===== config.mk =====
export PLATFORM = sky130hd
export DESIGN_NAME = serial_adder32
export DESIGN_NICKNAME = d
export VERILOG_FILES = /design/src/rtl/alu_pkg.sv /design/src/rtl/adder_4bit.sv /design/src/rtl/serial_adder32.sv
export SDC_FILE = /design/constraint.sdc
export NUM_CORES = 1
export LEC_CHECK = 0
export ABC_AREA = 1
export BUFFER_PORTS_ARGS = -buffer_cell sky130_fd_sc_hd__clkbuf_2
export CORE_ASPECT_RATIO = 0.5
export CORE_MARGIN = 10
export CORE_UTILIZATION = 50
export CTS_CLUSTER_SIZE = 20
export DETAILED_ROUTE_END_ITERATION = 10
export PLACE_DENSITY = 0.85
export SLEW_MARGIN = 15
export SYNTH_ARGS = -nofsm -noshare
export SYNTH_HDL_FRONTEND = slang
export SYNTH_HIERARCHICAL = 1
export SYNTH_SLANG_ARGS = --single-unit

===== constraint.sdc =====
create_clock -name clk -period 2.05 [get_ports clk]
set_clock_uncertainty 0.1 [all_clocks]
set_input_delay 0.205 -clock clk [delete_from_list [all_inputs] [get_ports clk]]
set_output_delay 0.205 -clock clk [all_outputs]
set_load 0.02 [all_outputs]

===== src/rtl/alu_pkg.sv =====
// Shared constants and state encoding for the serial arithmetic blocks.
package alu_pkg;

  localparam int unsigned NibbleW = 4;

  typedef enum logic [1:0] {
    StIdle,
    StBusy,
    StDone
  } state_e;

endpackage


===== src/rtl/adder_4bit.sv =====
// One nibble of ripple addition; the serial adder reuses it every cycle.
module adder_4bit (
  input  logic [3:0] a,
  input  logic [3:0] b,
  input  logic       cin,
  output logic [3:0] sum,
  output logic       cout
);

  logic [4:0] total;

  assign total = {1'b0, a} + {1'b0, b} + {4'b0000, cin};
  assign sum   = total[3:0];
  assign cout  = total[4];

endmodule


===== src/rtl/serial_adder32.sv =====
// Nibble-serial add/subtract with ready/valid handshakes on both sides.
// One 4-bit slice per BUSY cycle; result fills from the top down.
module serial_adder32
  import alu_pkg::*;
#(
  parameter int unsigned WIDTH = 32
) (
  input  logic             clk,
  input  logic             rst,
  input  logic             in_valid,
  output logic             in_ready,
  input  logic [WIDTH-1:0] a,
  input  logic [WIDTH-1:0] b,
  input  logic             sub,
  output logic             out_valid,
  input  logic             out_ready,
  output logic [WIDTH-1:0] result,
  output logic             cout,
  output logic             ovf,
  output logic             zero
);

  localparam int unsigned Slices = WIDTH / NibbleW;
  localparam int unsigned CntW   = $clog2(Slices);
  localparam logic [CntW-1:0] CntLast = CntW'(Slices - 1);

  state_e             state_q;
  logic [WIDTH-1:0]   a_q;
  logic [WIDTH-1:0]   b_q;
  logic               carry_q;
  logic [CntW-1:0]    cnt_q;
  logic [WIDTH-1:0]   result_q;
  logic               cout_q;
  logic               ovf_q;

  logic [NibbleW-1:0] slice_sum;
  logic               slice_cout;

  adder_4bit u_slice (
    .a    (a_q[NibbleW-1:0]),
    .b    (b_q[NibbleW-1:0]),
    .cin  (carry_q),
    .sum  (slice_sum),
    .cout (slice_cout)
  );

  always_ff @(posedge clk) begin
    if (rst) begin
      state_q  <= StIdle;
      a_q      <= '0;
      b_q      <= '0;
      carry_q  <= 1'b0;
      cnt_q    <= '0;
      result_q <= '0;
      cout_q   <= 1'b0;
      ovf_q    <= 1'b0;
    end else begin
      unique case (state_q)
        StIdle: begin
          if (in_valid) begin
            // Subtraction is a + ~b + 1: invert b here, inject the +1 as carry-in.
            a_q     <= a;
            b_q     <= sub ? ~b : b;
            carry_q <= sub;
            cnt_q   <= '0;
            state_q <= StBusy;
          end
        end
        StBusy: begin
          result_q <= {slice_sum, result_q[WIDTH-1:NibbleW]};
          a_q      <= a_q >> NibbleW;
          b_q      <= b_q >> NibbleW;
          carry_q  <= slice_cout;
          cnt_q    <= cnt_q + 1'b1;
          if (cnt_q == CntLast) begin
            // Top nibble: its MSBs are the operand and sum sign bits.
            cout_q  <= slice_cout;
            ovf_q   <= (a_q[NibbleW-1] == b_q[NibbleW-1]) &&
                       (slice_sum[NibbleW-1] != a_q[NibbleW-1]);
            state_q <= StDone;
          end
        end
        StDone: begin
          if (out_ready) begin
            state_q <= StIdle;
          end
        end
        default: begin
          state_q <= StIdle;
        end
      endcase
    end
  end

  assign in_ready  = (state_q == StIdle);
  assign out_valid = (state_q == StDone);
  assign result    = result_q;
  assign cout      = cout_q;
  assign ovf       = ovf_q;
  assign zero      = (result_q == '0);

endmodule


==> results.ini <==
[route]
first_pass_iters=7
antenna_left=0
viasPerCell=4.844
dr_total_vias=5227
postRouteWirelength_um=13240
routedWlPerCell_um=12.27
drcViolationCount=0
detail_route.iter0.violations=434

[final_layout]
fin_area_um2=6197
n_antenna_cell=0
layout_common_cells=nand2_1, nor2_1, clkbuf_2
final_nets=1010
final_common_cell=nand2_1
syn2layout_area_growth_pct=18.35
drive_above_1_share=0.1480

[place]
dp_slack_ns=0.3495
place_congestion=0.8677
numPortBuffers=105
post-dp-hpwl_um=8911
placed_area_um2=5812

[grt]
grt_pass1_wl_um=22120
grt_start_max_net_pins=63
antenna_found_initial=0
track_usage=0.1720
grt_overflow=0
grt_pass1_vias=4875

[worst_setup_path]
path_cells=fa_1 > inv_1 > fa_1 > inv_1 > o21ai_0 > nor2_1
worst_path_largest_cell_delay_ns=0.47
endpoint_kind=flip-flop
slowest_stage=fa_1
crit_family=adder cells
path_depth=6
cp_max_fo=3
worst-setup-path-type=reg2reg
critPathRequiredTime_ns=2.24
reg2reg_depth=6
cp_num_buf_inv=2
worstPathArrival_ns=1.90
critPathLaunchType=flip-flop

[power_and_ir_drop]
p_switching_mw=1.430
ir_drop_v=0.0003725
swShare=0.2794
combPwrFrac=0.174
pwr-share-clk=0.382
p_seq_frac=0.444
p_int_mw=3.689
leakage_nw=3.279
power_per_cell_area_nw_per_um2=826.1

[timing]
worst_pin_slew_ns=0.5456
hold_viol=0
setup_ws_ns=0.3345
rsz0062_at_grt=no
period_share=0.8368
tns_ns=0
drv_slew=0
fmax_mhz=582.9
layout_min_cycle_time_ns=1.716
setup_violations=0
max-slew-margin-rel=0.6354

[clocking]
cts_made_buffers=9
cts-root-buf=clkbuf_16
cts_buffer_depth=2
cts_setup_buffers=0
clk_latency_ns=0.35
tritoncts_num_sinks=104
cts_tree=built
clk_pin_slew_worst_paths_ns=0.07
cts-htree-levels=3

[min_path]
holdPathStages=4
holdCritPathClass=in2reg

[synth]
synth_area_leader_cell=dfxtp_1
synthCells=852
syn-mean-instance-area_um2=6.146
synth_top_area_frac=0.3976
async_flop_share=0
synth_seq_cells=104
synthTopCellsByArea=dfxtp_1, nand2_1, nor2_1, nand3_1, inv_1
synthesis.nets=928
yosys.cell_types.count=19
yosysSeqAreaShare=0.3976
netlist_area_um2=5236
synth_warnings=6
dominantRegCellSynth=dfxtp_1
synth_edf_count=0

[die]
fp-row-count=26
initial_utilization=0.5126
dieHeight_um=92.36
dieArea_um2=15210
fp.dieW_um=164.7
ioPinCount=106
core_um2=10210

[status]
status=finished, final reports clean

[flow_run]
drv_cap=0

-- layout make-up --
class                   count  area (µm²)
inverters                  88       330.3
multi-input cells         610        2584
flip-flops and latches    104        2082
clock buffers               9       225.2
clock inverters             7       120.1
repair buffers            121       680.7
fillers                   959        4018
well taps                 140       175.2
-- worst register-to-register path, delay by kind of cell (launching register included) --
kind	cells	cell delay, ns
and+or+nand+nor	1	0.11
buffers and inverters	2	0.16
DFF	1	0.33
AOI/OAI and AO/OA	1	0.07
adders and majority gates	2	0.89
-- sequential cells by signal (all words and copies together) (netlist names) --
name,count
b_q,32
cout,1
result,32
carry_q,1
cnt_q,3
ovf,1
state_q,2
a_q,32
-- final timing paths --
kind / end / slack, ns / from
max: result[29] / 0.33 / a_q[0]
max reg2reg: result[29] / 0.33 / a_q[0]
min reg2reg: cnt_q[0] / 0.38 / cnt_q[0]
min: state_q[1] / 0.03 / out_ready
-- through the flow --
| step | power [mW] | util | cells | hold slack, ns |
|---|---|---|---|---|
| finish | 5.119 | 0.6067 | 1079 | 0.03424 |
| global route | 5.387 | 0.6067 | 1079 | 0.04604 |
| CTS | 5.157 | 0.6067 | 1079 | 0.03497 |
| detailed placement | 3.199 | 0.5690 | 1059 | 0.3448 |
| global placement | 3.168 | 0.5690 | 1059 | 0.3436 |
| floorplan | 2.933 | - | 852 | 0.2488 |
-- power by group through the flow --
stage,clock [mW],combinational [mW],sequential [mW]
after CTS,1.99,0.897,2.27
final,1.95,0.893,2.27
after floorplan,0,0.575,2.36
after global routing,2.08,1.02,2.29
after global placement,0,0.860,2.31
after detailed placement,0,0.883,2.32
-- cells in the mapped netlist, types with 3 or more instances --
master / n
nor2_1: 201
buf_2: 26
inv_2: 4
o21ai_0: 33
dfxtp_1: 104
buf_4: 6
xor2_1: 4
clkbuf_1: 15
nand2_1: 247
ha_1: 5
a21oi_1: 17
o21ai_1: 3
inv_1: 83
nand3_1: 97
-- layer usage --
layer / up-vias / part of all wire / track usage
met5: - / 0 / 0
met4: 0 / 0.013 / 0.04472
met3: 14 / 0.065 / 0.04726
met2: 135 / 0.49 / 0.3051
met1: 2325 / 0.43 / 0.2011
li1: 2753 / - / -
-- kinds of logic (layout without fill, tap and decap cells) --
group | Yosys count | in the layout | synth area share
and+or+nand+nor | 545 | 545 | 0.4139
adders and majority gates | 7 | 7 | 0.01959
AOI/OAI and AO/OA | 53 | 53 | 0.05066
DFF | 104 | 104 | 0.3976
xor gates and xnor gates | 5 | 5 | 0.008363
buffers and inverters | 138 | 225 | 0.1099
-- repair_timing --
action                    CTS  global route
hold buffers                4             0
hold endpoints to repair    4             0
resized for setup           0             0
Power figures use the tool's default switching activity.
